## src/rtl/gps_time_conv.sv

```systemverilog
// GPS UTC time converter.
// Reads the six ASCII characters "hhmmss" from the GPS RAM through its
// one-cycle synchronous read port. Validates them, applies a whole-hour
// local offset and presents BCD digits with done/err status pulses.
module gps_time_conv #(
   parameter int UTC_OFFSET = 8,
   parameter int BASE_ADDR  = 0
) (
   input  logic       clk,
   input  logic       rst,
   input  logic       start,
   input  logic       gps_valid,
   output logic [5:0] rd_addr,
   input  logic [7:0] rd_data,
   output logic       busy,
   output logic       done,
   output logic       err,
   output logic [3:0] hh_t,
   output logic [3:0] hh_o,
   output logic [3:0] mm_t,
   output logic [3:0] mm_o,
   output logic [3:0] ss_t,
   output logic [3:0] ss_o,
   output logic       time_valid
);

   localparam logic [5:0] ADDR_FIRST = 6'(BASE_ADDR);
   localparam logic [5:0] ADDR_LAST  = ADDR_FIRST + 6'd5;
   localparam logic [5:0] OFFSET     = 6'(UTC_OFFSET);

   typedef enum logic [1:0] {IDLE, READ, CALC, FIN} state_t;

   state_t      state_reg, state_next;
   logic [2:0]  cnt_reg;
   logic [7:0]  byte_reg [6];
   logic [3:0]  dig [6];
   logic [5:0]  char_ok;
   logic        accept;
   logic        fields_ok;
   logic        conv_ok;
   logic [5:0]  hours_utc;
   logic [5:0]  hours_sum;
   logic [5:0]  hours_loc;
   logic [5:0]  hours_ones;
   logic [3:0]  hours_tens;

   // FIN behaves like IDLE for acceptance so a start right after done is taken.
   assign accept = ((state_reg == IDLE) || (state_reg == FIN)) && start && gps_valid && !busy;

   // Per-character ASCII check and digit extraction (byte minus 8'h30).
   generate
      for (genvar gi = 0; gi < 6; gi++) begin : g_char
         logic [7:0] diff;
         assign diff        = byte_reg[gi] - 8'h30;
         assign dig[gi]     = diff[3:0];
         assign char_ok[gi] = (byte_reg[gi] >= 8'h30) && (byte_reg[gi] <= 8'h39);
      end
   endgenerate

   // State register.
   always_ff @(posedge clk) begin
      if (rst) state_reg <= IDLE;
      else     state_reg <= state_next;
   end

   // Next-state logic: read six bytes, evaluate once, then report.
   always_comb begin
      state_next = state_reg;
      case (state_reg)
         IDLE:    if (accept) state_next = READ;
         READ:    if (cnt_reg == 3'd6) state_next = CALC;
         CALC:    state_next = FIN;
         FIN:     state_next = accept ? READ : IDLE;
         default: state_next = IDLE;
      endcase
   end

   // Range checks and offset hour arithmetic; tens/ones by compare-subtract.
   always_comb begin
      hours_utc  = ({2'b00, dig[0]} << 3) + ({2'b00, dig[0]} << 1) + {2'b00, dig[1]};
      fields_ok  = (dig[0] <= 4'd2) && (hours_utc <= 6'd23) && (dig[2] <= 4'd5) &&
                   ((dig[4] <= 4'd5) || ((dig[4] == 4'd6) && (dig[5] == 4'd0)));
      conv_ok    = (&char_ok) && fields_ok;
      hours_sum  = hours_utc + OFFSET;
      hours_loc  = (hours_sum >= 6'd24) ? (hours_sum - 6'd24) : hours_sum;
      hours_tens = 4'd0;
      hours_ones = hours_loc;
      if (hours_loc >= 6'd20) begin
         hours_tens = 4'd2;
         hours_ones = hours_loc - 6'd20;
      end else if (hours_loc >= 6'd10) begin
         hours_tens = 4'd1;
         hours_ones = hours_loc - 6'd10;
      end
   end

   // Capture byte k two edges after its address was presented.
   always_ff @(posedge clk) begin
      if (rst) begin
         for (int k = 0; k < 6; k++) byte_reg[k] <= 8'h00;
      end else if (state_reg == READ) begin
         for (int k = 0; k < 6; k++)
            if (cnt_reg == 3'(k + 1)) byte_reg[k] <= rd_data;
      end
   end

   // Address sequencing, status pulses and digit outputs.
   always_ff @(posedge clk) begin
      if (rst) begin
         rd_addr    <= ADDR_FIRST;
         busy       <= 1'b0;
         done       <= 1'b0;
         err        <= 1'b0;
         cnt_reg    <= 3'd0;
         hh_t       <= 4'd0;
         hh_o       <= 4'd0;
         mm_t       <= 4'd0;
         mm_o       <= 4'd0;
         ss_t       <= 4'd0;
         ss_o       <= 4'd0;
         time_valid <= 1'b0;
      end else begin
         done <= 1'b0;
         err  <= 1'b0;
         case (state_reg)
            IDLE, FIN: begin
               rd_addr <= ADDR_FIRST;
               if (accept) begin
                  busy    <= 1'b1;
                  cnt_reg <= 3'd0;
               end
            end
            READ: begin
               if (rd_addr != ADDR_LAST) rd_addr <= rd_addr + 6'd1;
               cnt_reg <= cnt_reg + 3'd1;
            end
            CALC: begin
               busy    <= 1'b0;
               rd_addr <= ADDR_FIRST;
               if (conv_ok) begin
                  hh_t       <= hours_tens;
                  hh_o       <= hours_ones[3:0];
                  mm_t       <= dig[2];
                  mm_o       <= dig[3];
                  ss_t       <= dig[4];
                  ss_o       <= dig[5];
                  time_valid <= 1'b1;
                  done       <= 1'b1;
               end else begin
                  time_valid <= 1'b0;
                  err        <= 1'b1;
               end
            end
            default: ;
         endcase
      end
   end

endmodule
```

## config.mk

```make
export PLATFORM = sky130hd
export DESIGN_NAME = gps_time_conv
export DESIGN_NICKNAME = d
export VERILOG_FILES = /design/src/rtl/gps_time_conv.sv
export SDC_FILE = /design/constraint.sdc
export NUM_CORES = 1
export LEC_CHECK = 0
export CAP_MARGIN = 20
export CORE_ASPECT_RATIO = 1.1
export CORE_MARGIN = 3
export CORE_UTILIZATION = 60
export CTS_BUF_LIST = sky130_fd_sc_hd__clkbuf_4 sky130_fd_sc_hd__clkbuf_8
export CTS_CLUSTER_SIZE = 12
export DETAILED_ROUTE_END_ITERATION = 8
export PLACE_DENSITY = 0.84
export SETUP_SLACK_MARGIN = 0.15
export SYNTH_ARGS = -nofsm -noshare
export SYNTH_HDL_FRONTEND = slang
export SYNTH_SLANG_ARGS = --single-unit
```

## constraint.sdc

```tcl
create_clock -name clk -period 9 [get_ports clk]
set_input_delay 0.9 -clock clk [delete_from_list [all_inputs] [get_ports clk]]
set_output_delay 0.9 -clock clk [all_outputs]
set_load 0.005 [all_outputs]
```

* Yosys cells after proc, flatten, opt, wreduce, memory -nomap -nowiden
Memory sizes are Yosys's and may differ from the RTL's. Index checks and enable logic that the tools add are counted.
Word-level totals: register bits after elaboration 39, RAM bits 48, logic and storage cells 147, memories 1
Operators by class: $add $sub $neg 14, magnitude comparators 19, equal/unequal tests 15, multiplexer cells 49, bitwise operators 7, reductions and logical operators 29
Memories:
- byte_reg | depth 6, width 8, read ports 6, clocked after memory_dff 0, wr ports 6, RTL line 35 | logic [7:0] byte_reg [6];
Operators by type and width (count):
- greater-or-equal comparator 8 x 6 -> 1 bit, second input constant | 6
- less-or-equal comparator 8 x 6 -> 1 bit, second input constant | 6
- two-way mux 8 bit | 6
- two-way mux 1 bit | 31
- subtractor 4 x 1 -> 4 bit, second input constant | 6
- logical AND 1 bit | 14
- greater-or-equal comparator 6 x 5 -> 1 bit, second input constant | 2
- two-way mux 6 bit | 2
- case mux 6 bit (2 select lines) | 1
- equality test 3 bit, second input constant | 3
- less-or-equal comparator 4 x 3 -> 1 bit, second input constant | 2
- two-way mux 4 bit | 2
- case mux 2 bit (4 select lines) | 1
- AND reduction 2 bit | 4
- adder 6 x 1 -> 6 bit, second input constant | 1
- adder 6 x 4 -> 6 bit | 1
- adder 6 x 4 -> 6 bit, second input constant | 1
- adder 6 x 5 -> 6 bit | 1
- equality test 3 x 2 -> 1 bit, second input constant | 2
- greater-or-equal comparator 6 x 4 -> 1 bit, second input constant | 1
- less-or-equal comparator 6 x 5 -> 1 bit, second input constant | 1
- two-way mux 2 bit | 3
- != test 6 x 3 -> 1 bit, second input constant | 1
- OR 1 bit | 6
- other kinds (23) | 29

* Depth between registers and ports, before layout
An unclocked memory read counts as a cell.
depth after elaboration 10, depth in mapped cells 19, depth with buffers taken out 19

* Least setup slack after synthesis
OpenSTA, ideal clock, no wires.
path kind register to register, start point memory byte_reg[0][2], end point register hh_o[2], library setup time 0.058 ns, arrival time 4.515 ns, setup slack 4.426 ns, cell stages (with the launch flop) 20, buffers on the path 0, cell sequence edfxtp_1 -> inv_1 -> fa_1 -> inv_1 -> fa_1 -> xnor2_1 -> inv_1 -> ha_1 -> xor3_1 -> and3_4 -> or2_4 -> mux2i_1 -> ha_1 -> nor3b_1 -> o21ai_0 -> o311ai_2 -> o21ai_4 -> nand2b_1 -> a311o_1 -> nand2_1
RTL lines:
- from (decl) | RTL line 35
- to (signal assigned) | RTL line 142 | hh_o <= hours_ones[3:0];
- to (decl) | RTL line 19 | output logic [3:0] hh_o,

==> impl_results.md <==
* Post-DR vias/cell at 5.857
* Total grt overflow at 0
* Longest Clk Path Bufs at 2
* Count of buffer and inverter cells on the critical path at 3
* Worst Skew at ~0.013 ns
* First-pass GRT wire length at 14.23 mm
* Setup crit end kind: register
* CTS hold repair buffers at 0
* Setup TNS at 0 ns
* Clock Latency Late Sink at about 0.36 ns
* Initial antenna violation count at 0
* Asr flop ratio synth at 0%
* TritonCTS Sinks at 85
* Pwr dens at 169.1 nW/um2
* Mapped Cells at around 380
* Crit path max fanout at 7
* Layout cell share with drive strength beyond 1 at 6.744%
* Lkg Pwr at between 1.5 and 2 nW
* CP Cell Sequence: inv_1 > fa_1 > inv_1 > fa_1 > xnor2_1 > inv_1 > ha_1 > xor3_1 > a21oi_1 > or2_4 > mux2i_1 > ha_1 > nor3b_1 > o21ai_0 > o311ai_2 > o21ai_4 > nand2b_1 > a311o_1 > nand2_1
* Max-slew violations at 0
* Hold WS at 0.4779 ns
* Port bufs at 43
* DP Wirelength at 6.472 mm
* Number of nets in the layout at 464
* Initial DRC count at ~110
* TritonRoute pass-1 iters at 5
* Total Wirelength at slightly below 9 mm
* Crit path required time at 9.30 ns
* Largest net degree at the start of global routing at 37
* Area share of the largest cell type after synthesis at 34.12%
* Total die area at ~8000 um2
* CTS tree: built
* Main synth FF type: edfxtp_1
* Syn_area_per_cell at 11.09 um2
* Min cycle time layout at 5.188 ns
* Number of flip-flops in the largest register at 48
* Critical path launch point type: register
* Post-route ant nets at 0
* Post-synth EDFFs at 48
* # setup viols final at 0
* Via count of the first global-routing pass at 3039
* Setup Buffers After CTS at 0
* Total GRT Usage at 22.91%
* Die X at roughly 86 um
* # DRC at 0
* Hold Violations, Final at 0
* Critical path class: register to register
* Top-count cell post-synth: edfxtp_1
* DR vias at 2999
* Crit-path most repeated cell: inv_1
* Yosys cell types at 56
* Die Y at 94 um
* Routed length per instance at roughly 17 um
* Routability cong. at 0.8188
* Tightest Pin Transition at around 1.0 ns
* Delay-heaviest family, CP: adder cells
* Num ports at 46
* Worst VDD drop at 99.44 uV
* CTS buffer count at 9
* Status: finished clean
* Post-synth top cells: edfxtp_1 (48), and2_1 (42), nor2_1 (42), dfxtp_1 (37), ha_1 (25)
* Post-CTS resize count at 0
* RSZ-0062 raised after global routing: false
* Final Cycle Share at 57.65%
* Clk pin slew, worst setup/hold paths at 0.09 ns
* CTS Root Cell: clkbuf_8
* Relative slew slack at between 30% and 40%
* Register area at 2182 um2
* Slowest CP cell: fa_1
* Ranking of synthesized cells by area: edfxtp_1 (34%), dfxtp_1 (18%), ha_1 (7.4%)
* Area grow syn2layout at 16.41%
* HP Class: register to register
* Maxcap violations at 0
* Multi-input gate area at roughly 1900 um2
* FILL cells at 473
* Core ar. at 6710 um2
* FF+latch count, synth at 85
* Row Count at 31
* Antenna cells at 0
* Arrival @ worst endpoint at 5.49 ns
* Register area share after synthesis at 51.66%
* Yosys top cell by area: edfxtp_1
* Peak Freq at a little under 200 MHz
* Yosys warns at 0
* H-tree depth at 3
* Synthesized area at 4224 um2
* Initial Util at 62.95%
* Critical Path Max Stage Delay at 0.51 ns
-- layout by cell type, fill, tap and decap left out, types with 3 or more instances in the layout --
cell,count
a21o_1,3
nor4_1,3
o21ai_0,11
clkbuf_8,9
a21oi_1,15
dfxtp_1,37
nor3_1,3
clkdlybuf4s50_1,43
and2_1,42
nor2_1,42
nor4b_1,4
nor4bb_1,5
nand3_1,5
nand2_1,12
a22oi_1,4
xor2_1,3
o211ai_1,4
inv_1,19
nand2b_1,5
ha_1,25
xnor2_1,5
a31o_2,3
nor2b_1,3
and3_1,13
nand4_1,5
mux2i_1,17
edfxtp_1,48
-- routing by layer --
metal  routed length [um]  global-route usage, %  vias up
met5                    0                      0        -
met4                  250                  9.103        0
met3                  350                  5.088       25
met2                 4564                  41.52       93
met1                 3583                  25.83     1435
li1                     -                      -     1446
-- final timing paths --
path                       start       to  slack [ns]  cells after the start
setup / recovery  byte_reg[0][2]  hh_o[2]        3.81                     19
hold / removal           hh_t[0]  hh_t[0]        0.48                      2
setup reg to reg  byte_reg[0][2]  hh_o[2]        3.81                     19
hold reg to reg          hh_t[0]  hh_t[0]        0.48                      2
-- cells by family (layout without fill, tap and decap cells) --
kind of cell               after synthesis  after routing  share of synthesized area [%]
and+or+nand+nor                        153            153                          20.79
DFF                                     85             85                          51.66
AOI/OAI and AO/OA                       57             57                          9.508
buffers and inverters                   31             79                          2.992
adders and majority gates               27             27                          8.353
muxes                                   18             18                          4.384
xor gates and xnor gates                 9              9                          2.222
other                                    1              2                        0.08878
-- worst register-to-register path, stage by stage (launching register included) --
cell and delay, ns:
edfxtp_1 0.44, inv_1 0.11, fa_1 0.51, inv_1 0.08, fa_1 0.43, xnor2_1 0.30
inv_1 0.12, ha_1 0.24, xor3_1 0.38, a21oi_1 0.22, or2_4 0.21, mux2i_1 0.39
ha_1 0.22, nor3b_1 0.32, o21ai_0 0.17, o311ai_2 0.32, o21ai_4 0.16, nand2b_1 0.18
a311o_1 0.27, nand2_1 0.06
-- where the power goes --
| group | internal [mW] | switching [mW] | leakage (nW) | total [mW] |
|---|---|---|---|---|
| Combinational | 0.0504 | 0.0736 | 1.02 | 0.124 |
| Sequential | 0.419 | 0.00888 | 0.794 | 0.428 |
| Clock | 0.132 | 0.147 | 0.102 | 0.279 |
-- layout make-up --
cell class | count | share of cell area (%)
flip-flops and latches | 85 | 44.38
clock inverters | 7 | 1.628
well taps | 82 | 2.087
clock buffers | 9 | 2.519
inverters | 19 | 1.450
multi-input cells | 266 | 39.03
repair buffers | 44 | 8.906
-- metrics by stage --
step	worst slack, ns	cell area, um2	std cells	power, mW	utilization (%)
floorplan	4.426	4228	382	0.5250	-
global placement	4.181	4713	496	0.5538	70.24
detailed placement	3.943	4713	496	0.5599	70.24
CTS	3.857	4917	512	0.8351	73.28
global route	3.525	4917	512	0.8650	73.28
finish	3.812	4917	512	0.8317	73.28
No activity file was read; power rests on OpenSTA's default activity.
